## config.mk

```make
export PLATFORM = sky130hd
export DESIGN_NAME = lane_deserializer
export DESIGN_NICKNAME = d
export VERILOG_FILES = /design/src/rtl/lane_deserializer.sv
export SDC_FILE = /design/constraint.sdc
export NUM_CORES = 1
export LEC_CHECK = 0
export ABC_AREA = 1
export CAP_MARGIN = 20
export CORE_MARGIN = 5
export CORE_UTILIZATION = 55
export DETAILED_ROUTE_END_ITERATION = 8
export HOLD_SLACK_MARGIN = 0.02
export PLACE_DENSITY = 0.89
export SLEW_MARGIN = 0
export SYNTH_ARGS = -nofsm -noshare
export SYNTH_HDL_FRONTEND = slang
export SYNTH_SLANG_ARGS = --single-unit
```

## constraint.sdc

```tcl
create_clock -name clk -period 4.15 [get_ports clk]
set_input_delay 1.0375 -clock clk [delete_from_list [all_inputs] [get_ports clk]]
set_output_delay 1.0375 -clock clk [all_outputs]
set_load 0.05 [all_outputs]
```

## src/rtl/lane_deserializer.sv

```systemverilog
// lane_deserializer: per-lane receive deserializer.
// Hunts for the COM symbol at any bit offset, confirms alignment with a run
// of consecutive COMs, then packs the non-COM bytes that follow into 32-bit
// words (first byte in [31:24]). Once locked, only reset leaves LOCKED.
module lane_deserializer #(
    parameter logic [7:0] COM        = 8'hBC,
    parameter int         LOCK_COUNT = 4
) (
    input  logic        clk,
    input  logic        reset,
    input  logic        serial_in,
    output logic        active,
    output logic        valid_out,
    output logic [31:0] lane_out
);

    typedef enum logic [1:0] {
        HUNT   = 2'd0,
        SYNC   = 2'd1,
        LOCKED = 2'd2
    } state_t;

    localparam logic [3:0] LOCK_TARGET = 4'(LOCK_COUNT);

    state_t      state;
    state_t      state_next;

    logic [7:0]  shift_reg;
    logic [2:0]  bit_cnt;
    logic [3:0]  com_count;
    logic [1:0]  byte_cnt;
    logic [23:0] word_buf;

    logic [7:0]  candidate;
    logic        is_com;
    logic        at_boundary;
    logic [3:0]  com_count_inc;
    logic        store_byte;
    logic        word_done;
    logic        active_next;

    // Byte completed by the current bit, and where we are within a byte.
    assign candidate     = {shift_reg[6:0], serial_in};
    assign is_com        = (candidate == COM);
    assign at_boundary   = (bit_cnt == 3'd7);
    assign com_count_inc = com_count + 4'd1;

    // State register.
    always_ff @(posedge clk or posedge reset) begin
        if (reset) begin
            state <= HUNT;
        end else begin
            state <= state_next;
        end
    end

    // Next-state logic: hunt for COM, confirm the COM run, then stay locked.
    always_comb begin
        state_next = state;
        case (state)
            HUNT: begin
                if (is_com) begin
                    state_next = (LOCK_TARGET == 4'd1) ? LOCKED : SYNC;
                end
            end
            SYNC: begin
                if (at_boundary) begin
                    if (!is_com) begin
                        state_next = HUNT;
                    end else if (com_count_inc == LOCK_TARGET) begin
                        state_next = LOCKED;
                    end
                end
            end
            LOCKED: begin
                state_next = LOCKED;
            end
            default: begin
                state_next = HUNT;
            end
        endcase
    end

    // Output decode: which byte boundaries store data and which finish a word.
    always_comb begin
        store_byte  = 1'b0;
        word_done   = 1'b0;
        active_next = (state_next == LOCKED);
        if (state == LOCKED && at_boundary && !is_com) begin
            store_byte = 1'b1;
            word_done  = (byte_cnt == 2'd3);
        end
    end

    // Alignment bookkeeping: shift register, bit counter and COM run counter.
    always_ff @(posedge clk or posedge reset) begin
        if (reset) begin
            shift_reg <= 8'd0;
            bit_cnt   <= 3'd0;
            com_count <= 4'd0;
        end else begin
            shift_reg <= candidate;
            case (state)
                HUNT: begin
                    bit_cnt   <= 3'd0;
                    com_count <= is_com ? 4'd1 : 4'd0;
                end
                SYNC: begin
                    bit_cnt <= bit_cnt + 3'd1;
                    if (at_boundary) begin
                        com_count <= is_com ? com_count_inc : 4'd0;
                    end
                end
                default: begin
                    bit_cnt <= bit_cnt + 3'd1;
                end
            endcase
        end
    end

    // Word assembly: the first three bytes wait in word_buf, the fourth completes the word.
    always_ff @(posedge clk or posedge reset) begin
        if (reset) begin
            byte_cnt  <= 2'd0;
            word_buf  <= 24'd0;
            lane_out  <= 32'd0;
            valid_out <= 1'b0;
            active    <= 1'b0;
        end else begin
            active    <= active_next;
            valid_out <= word_done;
            if (store_byte) begin
                byte_cnt <= byte_cnt + 2'd1;
                case (byte_cnt)
                    2'd0:    word_buf[23:16] <= candidate;
                    2'd1:    word_buf[15:8]  <= candidate;
                    2'd2:    word_buf[7:0]   <= candidate;
                    default: lane_out        <= {word_buf, candidate};
                endcase
            end
        end
    end

endmodule

```

==> summary.md, run 1 <==
| Metric | Value |
|---|---|
| FF/Latch Area | 0.00190 mm^2 |
| Fmax | 357 MHz |
| GR Util met2 | 0.282 |
| Power Density | 420 mW/mm^2 |
| Cell taking the most area after synthesis | dfrtp_1 |
| Htree depth | 3 |
| Synthesized Nets | 351 |
| Synth cell count leaders | 139 x nand2_1, 76 x dfrtp_1, 56 x nand4_1 |
| Synth Cell Area | 0.00323 mm^2 |
| Number of vias per cell | 5.48 |
| Post-layout min period | 2.80 ns |
| Reg clk slew, reported paths | 0.07 ns |
| Final Wtd Congestion | 0.830 |
| Syn Inst Count | 341 |
| Cells along the critical path | clkdlybuf4s50_1 -> inv_1 -> nand2_1 -> nor2_1 -> nand2_2 -> buf_4 -> nand3_2 -> nand2_1 -> nand2_1 |
| Grt met1 use | 0.249 |
| Global routing's busiest layer | met2 |
| Combinational power share | 0.152 |
| Final Cycle Share | 0.676 |
| CP Launch Type | input port |
| Num CTS Buffers | 9 |
| Max incr delay on CP | 0.59 ns |
| Rows | 28 |
| Maximum vdd drop | 317 uV |
| Fin. Hold Viols | 0 |
| # Max-Cap Violations | 0 |
| YS warnings | 0 |
| CTS tree | yes |
| # diodes | 0 |
| Clk_lat worst skew | 0.35 ns |
| Count leader, synth | nand2_1 |
| RSZ-0062 raised after global routing | no |
| Initial antenna violation count | 0 |
| GR Util met3 | 0.0513 |
| Sw Pwr | 451 uW |
| I/O Pins | 37 |
| Clock Power Share | 0.321 |
| Most frequent CP cell | nand2_1 |
| # Post-CTS Setup Buffers | 0 |
| Starting Density | 0.556 |
| Setup Skew | 0.00432 ns |
| Layout area overhead | 16.0% |
| CP max stage cell | clkdlybuf4s50_1 |
| Async S/R FF share, synth | 1.00 |
| Clock root cell | clkbuf_8 |
| Post-synth EDFFs | 0 |
| Filler Cell Count | 483 |
| Switch share | 0.286 |
| DRC | 0 |
| Register area share after synthesis | 0.588 |
| Global-route wire length before repair | 11,000 um |
| Largest net degree at the start of global routing | 77 |
| Seq cells post-synth | 76 |
| Gr usage total | 0.187 |
| GR Overflow Total | 0 |
| Critical-path maximum fanout | 45 |
| Slew margin rel. | 0.573 |
| Leak | 0.00185 uW |
| ANT nets after route | 0 |
| HP Class | reg -> reg |
| Pre-antenna DRT Iters | 4 |
| Dpl hpwl | 4010 um |
| IO Port Bufs | 36 |
| Post-synth top area share | 0.588 |
| Flop pwr share | 0.527 |
| Actual slew at the worst max-slew pin | 0.639 ns |
| Post-Place Worst Slack | 0.993 ns |
| Final WS setup | 1.35 ns |
| CP required | 4.39 ns |
| Worst EP arrival | 3.05 ns |
| Clk buf depth | 2 |
| Mapped Avg Cell Area | 9.48 um^2 |
| Die ar. | 0.00751 mm^2 |
| WS Path Type | in -> reg |
| Vias in the first global route | 2,393 |
| Count of different cell masters after synthesis | 19 |
| Die width | 86.7 um |
| Share of layout cells above drive strength 1 | 0.0780 |
| Synth area leaders | dfrtp_1 59%, nand2_1 16%, nand4_1 11%, buf_6 2.8%, ha_1 2.7% |
| Pins Over Slew Limit | 0 |
| DR iter-0 viols | 181 |
| Max reg flops | 32 |
| PostCTS Resize Cnt | 0 |
| Sum Neg Setup Slack | 0 ns |
| Primary FF master, synth | dfrtp_1 |
| CORE AREA | 0.00582 mm^2 |
| Clk sinks | 76 |
| Final WL | 6320 um |
| Wire length per cell | 14.1 um |
| Via Count | 2,450 |
| Die height | 86.7 um |
| Setup violations, final | 0 |
| Critical path endpoint category | register |
| Internal Power | 1130 uW |
| Nets | 379 |
| Status | finished clean |
| Multi-input gate area | 0.00112 mm^2 |
| Hold Buf Count CTS | 0 |
[cell type report]
| cell class | instances | area share |
|---|---|---|
| flip-flops and latches | 76 | 0.507 |
| repair buffers | 40 | 0.107 |
| multi-input cells | 227 | 0.299 |
| inverters | 15 | 0.0150 |
| well taps | 75 | 0.0250 |
| clock buffers | 12 | 0.0440 |
| clock inverters | 2 | 0.00267 |
[power by group through the flow]
stage | clock network [uW] | registers (uW) | logic (uW)
2_1_floorplan | 0 | 942 | 55.7
3_3_place_gp | 0 | 842 | 237
3_5_place_dp | 0 | 845 | 241
4_1_cts | 513 | 831 | 243
5_1_grt | 550 | 838 | 258
6_report | 506 | 831 | 239
[critical path, delay by kind of cell]
kind / cells / cell delay (ns)
buf+inv: 3 / 1.14
simple gates: 6 / 0.87
[layout by cell type, fill, tap and decap left out, drive strengths merged]
cell             n
inv             15
clkbuf          12
nand3            9
nand2          140
buf              4
o22ai            1
o21ai            1
ha               7
clkdlybuf4s50   36
dfrtp           76
xor2             2
a21oi            2
nand4           56
clkinv           2
nor2             9
[cell families after synthesis]
| kind of cell | after synthesis | share of synthesized area |
|---|---|---|
| adder cells (fa/ha/maj) | 7 | 0.0271 |
| buffers and inverters | 38 | 0.0662 |
| XOR/XNOR | 2 | 0.00542 |
| AND/OR/NAND/NOR | 214 | 0.307 |
| AO/OA/AOI/OAI | 4 | 0.00658 |
| flip-flops | 76 | 0.588 |
[routing by layer]
layer  wire length, um  share of wire  vias up
li1                  -              -     1186
met1              2760           0.44     1178
met2              2990           0.47       67
met3               381          0.060       19
met4               190          0.030        0
met5                 0              0        -
[worst paths after layout]
| kind | from | slack (ns) | to | cells past startpoint |
|---|---|---|---|---|
| max | serial_in | 1.35 | word_buf[0] | 9 |
| min | bit_cnt[0] | 0.43 | bit_cnt[0] | 1 |
| max reg2reg | bit_cnt[0] | 1.96 | word_buf[0] | 8 |
| min reg2reg | bit_cnt[0] | 0.43 | bit_cnt[0] | 1 |
| max in group asynchronous | reset | 2.75 | shift_reg[3] | 3 |
| min in group asynchronous | reset | 1.07 | lane_out[22] | 3 |
[through the flow]
step / cells / hold slack [ns] / total power [uW] / util / instance area [um^2]
after floorplan: 341 / 0.410 / 997 / - / 3230
after global placement: 433 / 0.421 / 1080 / 0.615 / 3580
after detailed placement: 433 / 0.422 / 1090 / 0.615 / 3580
after CTS: 447 / 0.433 / 1590 / 0.645 / 3750
after global routing: 447 / 0.459 / 1650 / 0.645 / 3750
final: 447 / 0.430 / 1580 / 0.645 / 3750
No activity file was read; power rests on OpenSTA's default activity.
==> inputs of run 2 (changes only) <==
- CORE_UTILIZATION: 55 -> 50
- PLACE_DENSITY: 0.89 -> 0.86
- clock period: 4.15 -> 2.5 ns (I/O delays scaled with it)
==> summary.md, run 2 (synthesis gave the netlist of run 1 again) <==
| Metric | Value |
|---|---|
| Hold Buf Count CTS | 0 (unchanged) |
| Vias in the first global route | 2,235 (was 2,393) |
| Pre-antenna DRT Iters | 4 (unchanged) |
| Largest net degree at the start of global routing | 77 (unchanged) |
| Die width | 90.4 um (was 86.7 um) |
| Combinational power share | 0.141 (was 0.152) |
| IO Port Bufs | 36 (unchanged) |
| Max reg flops | 32 (unchanged) |
| Fmax | 462 MHz |
| Fin. Hold Viols | 0 (unchanged) |
| Clk sinks | 76 (unchanged) |
| CP required | 1.88 ns (was 4.39 ns) |
| Internal Power | 2040 uW (was 1130 uW) |
| Dpl hpwl | 4300 um (was 4010 um) |
| WS Path Type | reg -> out (was in -> reg) |
| Clock root cell | clkbuf_8 (unchanged) |
| Clk buf depth | 2 (unchanged) |
| RSZ-0062 raised after global routing | no (unchanged) |
| Nets | 382 (was 379) |
| Layout area overhead | 19.0% (was 16.0%) |
| Wire length per cell | 14.7 um (was 14.1 um) |
| ANT nets after route | 0 (unchanged) |
| CORE AREA | 0.00631 mm^2 (was 0.00582 mm^2) |
| Critical path endpoint category | output pin (was register) |
| Htree depth | 3 (unchanged) |
| CTS tree | yes (unchanged) |
| Switch share | 0.280 (was 0.286) |
| HP Class | reg -> reg (unchanged) |
| Critical path's top delay family | buffers and inverters (unchanged) |
| Sw Pwr | 793 uW (was 451 uW) |
| Die height | 90.4 um (was 86.7 um) |
| Initial antenna violation count | 0 (unchanged) |
| Num CTS Buffers | 9 (unchanged) |
| I/O Pins | 37 (unchanged) |
| GR Overflow Total | 0 (unchanged) |
| Commonest cells after routing, fill and taps aside | 138 x nand2_1, 76 x dfrtp_1, 56 x nand4_1 (unchanged) |
| Final Wtd Congestion | 0.858 (was 0.830) |
| # diodes | 0 (unchanged) |
| Clk_lat worst skew | 0.36 ns (was 0.35 ns) |
| PostCTS Resize Cnt | 0 (unchanged) |
| CP max stage cell | clkdlybuf4s50_1 (unchanged) |
| Final WL | 6660 um (was 6320 um) |
| Via Count | 2,454 (was 2,450) |
| Slew margin rel. | 0.614 (was 0.573) |
| Critical-path maximum fanout | 2 (was 45) |
| Cells along the critical path | clkdlybuf4s50_1 (was clkdlybuf4s50_1 -> inv_1 -> nand2_1 -> nor2_1 -> nand2_2 -> buf_4 -> nand3_2 -> nand2_1 -> nand2_1) |
| Global-route wire length before repair | 11,100 um (was 11,000 um) |
| Status | finished clean (unchanged) |
| Setup Skew | 0.0114 ns (was 0.00432 ns) |
| Sum Neg Setup Slack | 0 ns (unchanged) |
| Leak | 0.00189 uW (was 0.00185 uW) |
| Post-Layout Inst Area | 0.00385 mm^2 (was 0.00375 mm^2) |
| DR iter-0 viols | 211 (was 181) |
| # Post-CTS Setup Buffers | 0 (unchanged) |
| Flop pwr share | 0.487 (was 0.527) |
| Setup violations, final | 0 (unchanged) |
| Gr usage total | 0.169 (was 0.187) |
| Buf/Inv on CP | 1 (was 3) |
| Post-layout min period | 2.16 ns |
| DRC | 0 (unchanged) |
| Max incr delay on CP | 0.81 ns (was 0.59 ns) |
| Share of layout cells above drive strength 1 | 0.0902 (was 0.0780) |
| Pwr Total | 2830 uW (was 1580 uW) |
| Most common cell after layout, fill and taps aside | nand2_1 (unchanged) |
| Actual slew at the worst max-slew pin | 0.579 ns (was 0.639 ns) |
| Number of vias per cell | 5.41 (was 5.48) |
| Pins Over Slew Limit | 0 (unchanged) |
| Clock Power Share | 0.372 (was 0.321) |
| Worst EP arrival | 1.54 ns (was 3.05 ns) |
| Power Density | 736 mW/mm^2 (was 420 mW/mm^2) |
| Critical path depth | 1 (was 9) |
| R2R cell count | 8 (unchanged) |
| Rows | 29 (was 28) |
| CP Launch Type | register (was input port) |
| Starting Density | 0.512 (was 0.556) |
| Hold path cells | 1 (unchanged) |
| Final Cycle Share | 0.865 |
| Reg clk slew, reported paths | 0.08 ns (was 0.07 ns) |
| # Max-Cap Violations | 0 (unchanged) |
| Post-Place Cell Area | 0.00362 mm^2 (was 0.00358 mm^2) |
| Maximum vdd drop | 368 uV (was 317 uV) |
| Die ar. | 0.00818 mm^2 (was 0.00751 mm^2) |
## run 2: cell count changes in the layout (fill, tap and decap cells not counted)
| cell | change |
|---|---|
| clkinv_2 | -2 |
| buf_12 | +1 |
| buf_4 | +2 |
| clkbuf_8 | -2 |
| clkinv_4 | +3 |
| clkinvlp_4 | +1 |
| inv_6 | +1 |
| bufinv_16 | +2 |
| inv_2 | -1 |
## run 2: layer usage
metal | wire length, um | track usage
met1 | 2980 | 0.237
met2 | 3140 | 0.245
met3 | 366 | 0.0508
met4 | 166 | 0.0720
met5 | 0 | 0
## run 2: area by class of cell
class	instances	area, um^2
Multi-Input combinational cell	227	1120
Clock inverter	6	95.1
Timing Repair Buffer	43	438
Clock buffer	10	138
Fill cell	525	2460
Inverter	15	60.1
Sequential cell	76	1900
Tap cell	77	96.3
## run 2: final timing paths
path                                   from            to  slack [ns]
min in group asynchronous             reset  lane_out[16]        0.72
worst min-delay path             bit_cnt[0]    bit_cnt[0]        0.44
max in group asynchronous             reset   lane_out[6]        1.48
worst min register to register   bit_cnt[0]    bit_cnt[0]        0.44
worst max-delay path            lane_out[3]   lane_out[3]        0.34
worst max register to register   bit_cnt[0]  word_buf[18]        0.48
## run 2: power by group through the flow
stage / clock network (uW) / logic, uW / registers (uW)
5_1_grt: 1140 / 428 / 1390
3_3_place_gp: 0 / 396 / 1400
2_1_floorplan: 0 / 92.7 / 1560
3_5_place_dp: 0 / 404 / 1400
6_report: 1060 / 399 / 1380
4_1_cts: 1070 / 404 / 1380
## run 2: stage by stage
stage | cells | setup WS, ns | hold slack (ns) | util
2_1_floorplan | 341 | 1.02 | 0.410 | -
3_5_place_dp | 438 | 0.153 | 0.429 | 0.573
5_1_grt | 454 | 0.290 | 0.476 | 0.610
6_report | 454 | 0.337 | 0.435 | 0.610
4_1_cts | 454 | 0.318 | 0.440 | 0.610
3_3_place_gp | 438 | 0.214 | 0.420 | 0.573
==> inputs of run 3 (changes only) <==
- CORE_UTILIZATION: 50 -> 55
- HOLD_SLACK_MARGIN: 0.02 -> unset
- PLACE_DENSITY: 0.86 -> 0.89
- clock period: 2.5 -> 2.15 ns (I/O delays scaled with it)
==> summary.md, run 3 (synthesis gave the netlist of run 1 again) <==
| Metric | Value |
|---|---|
| Status | finished clean (unchanged) |
| Hold wc startpoint | bit_cnt[0] (unchanged) |
| Post-layout min period | 2.05 ns |
| Via Count | 2,507 (was 2,454) |
| DRC | 0 (unchanged) |
| Die height | 86.7 um (was 90.4 um) |
| Pins Over Slew Limit | 0 (unchanged) |
| Clk buf depth | 2 (unchanged) |
| Power Density | 891 mW/mm^2 (was 736 mW/mm^2) |
| Final Cycle Share | 0.954 |
| Setup violations, final | 0 (unchanged) |
| Clock root cell | clkbuf_8 (unchanged) |
| Clk sinks | 76 (unchanged) |
| Register-to-register setup slack | 0.35 ns (was 0.48 ns) |
| Dpl hpwl | 4300 um (about the same) |
| WS Path Type | reg -> out (unchanged) |
| Share of layout cells above drive strength 1 | 0.0945 (was 0.0902) |
| Gr usage total | 0.194 (was 0.169) |
| I/O Pins | 37 (unchanged) |
| Critical path's top delay family | buffers and inverters (unchanged) |
| DR iter-0 viols | 164 (was 211) |
| GR Util met2 | 0.305 (was 0.245) |
| Final Wtd Congestion | 0.837 (was 0.858) |
| Largest net degree at the start of global routing | 77 (unchanged) |
| Htree depth | 3 (unchanged) |
| Most common cell after layout, fill and taps aside | nand2_1 (unchanged) |
| Rows | 28 (was 29) |
| Global routing's busiest layer | met2 (unchanged) |
| R2r endpoint | word_buf[14] (was word_buf[18]) |
| Leak | 0.00192 uW (was 0.00189 uW) |
| Pre-antenna DRT Iters | 4 (unchanged) |
| Die width | 86.7 um (was 90.4 um) |
| Worst Hold Path EP | bit_cnt[0] (unchanged) |
| Launch point of the worst reg-to-reg path | bit_cnt[0] (unchanged) |
| Cells along the critical path | clkdlybuf4s50_1 (unchanged) |
| Slew margin rel. | 0.641 (was 0.614) |
| CP required | 1.61 ns (was 1.88 ns) |
| Hold path cells | 1 (unchanged) |
| Actual slew at the worst max-slew pin | 0.539 ns (was 0.579 ns) |
| HP Class | reg -> reg (unchanged) |
| Initial antenna violation count | 0 (unchanged) |
| Reg clk slew, reported paths | 0.07 ns (was 0.08 ns) |
| Global-route wire length before repair | 11,200 um (was 11,100 um) |
| CP Launch Type | register (unchanged) |
| Worst EP arrival | 1.51 ns (was 1.54 ns) |
| Hold Buf Count CTS | 0 (unchanged) |
| Max reg flops | 32 (unchanged) |
| Post-Layout Inst Area | 0.00391 mm^2 (was 0.00385 mm^2) |
| # diodes | 0 (unchanged) |
| IO Port Bufs | 36 (unchanged) |
| Number of vias per cell | 5.50 (was 5.41) |
| GR Util met3 | 0.0532 (was 0.0508) |
| Fmax | 488 MHz |
| Clk_lat worst skew | 0.35 ns (was 0.36 ns) |
| Die ar. | 0.00751 mm^2 (was 0.00818 mm^2) |
| Num CTS Buffers | 9 (unchanged) |
| RSZ-0062 raised after global routing | no (unchanged) |
| Maximum vdd drop | 721 uV (was 368 uV) |
| PostCTS Resize Cnt | 0 (unchanged) |
| ANT nets after route | 0 (unchanged) |
| Critical-path maximum fanout | 2 (unchanged) |
| Commonest cells after routing, fill and taps aside | 138 x nand2_1, 76 x dfrtp_1, 56 x nand4_1 (unchanged) |
| Post-Place Cell Area | 0.00364 mm^2 (was 0.00362 mm^2) |
| Buf/Inv on CP | 1 (unchanged) |
| R2R cell count | 8 (unchanged) |
| GR Overflow Total | 0 (unchanged) |
| Vias in the first global route | 2,390 (was 2,235) |
| CTS tree | yes (unchanged) |
| Starting Density | 0.556 (was 0.512) |
| # Post-CTS Setup Buffers | 0 (unchanged) |
| # Max-Cap Violations | 0 (unchanged) |
| Critical path endpoint category | output pin (unchanged) |
| Sum Neg Setup Slack | 0 ns (unchanged) |
| Layout area overhead | 20.9% (was 19.0%) |
| Final WL | 6660 um (about the same) |
| Max incr delay on CP | 0.81 ns (about the same) |
| Setup Skew | 0.00758 ns (was 0.0114 ns) |
| CP max stage cell | clkdlybuf4s50_1 (unchanged) |
| Grt met1 use | 0.251 (was 0.237) |
| Nets | 386 (was 382) |
| Fin. Hold Viols | 0 (unchanged) |
| Wire length per cell | 14.6 um (was 14.7 um) |
| CORE AREA | 0.00582 mm^2 (was 0.00631 mm^2) |
==> run 3: cell count changes in the layout (fill, tap and decap cells not counted), sizes merged <==
cell / change
buf: +4
clkinv: -3
bufinv: +2
clkbuf: +2
inv: -1
==> run 3: power by group <==
part | total [uW] | internal (uW) | switching (uW)
sequential | 1600 | 1530 | 68.8
combinational | 467 | 145 | 322
clock | 1420 | 922 | 494
total | 3490 | 2600 | 885
==> run 3: metrics by stage <==
| stage | setup WS (ns) | instances | util | hold slack, ns | total power [uW] |
|---|---|---|---|---|---|
| final | 0.0994 | 456 | 0.672 | 0.438 | 3490 |
| after global placement | 0.239 | 440 | 0.627 | 0.420 | 2090 |
| after detailed placement | 0.178 | 440 | 0.627 | 0.429 | 2100 |
| after CTS | 0.0751 | 456 | 0.672 | 0.439 | 3520 |
| after floorplan | 0.683 | 341 | - | 0.410 | 1930 |
| after global routing | 0.0347 | 456 | 0.672 | 0.468 | 3630 |
==> run 3: area by class of cell <==
class	instances	area, um^2
well taps	75	93.8
clock inverters	4	120
flip-flops and latches	76	1900
inverters	15	60.1
multi-input cells	227	1120
repair buffers	47	468
clock buffers	12	145
fillers	442	1910
==> run 3: how the worst max path moves through the flow <==
stage                             from  slack [ns]            to  cells after the start
after floorplan             bit_cnt[0]        0.68   lane_out[0]                      8
after global placement       serial_in        0.24  lane_out[15]                      9
after detailed placement     serial_in        0.18  lane_out[15]                      9
final                      lane_out[6]         0.1   lane_out[6]                      1
after global routing      lane_out[13]        0.03  lane_out[13]                      1
after CTS                 lane_out[21]        0.08  lane_out[21]                      1
==> run 3: routing by layer <==
metal  wire, um  up-vias  part of all wire
met3        354       15             0.053
met5          0        -                 0
li1           -     1197                 -
met2       3290       79              0.49
met1       2850     1216              0.43
met4        169        0             0.025
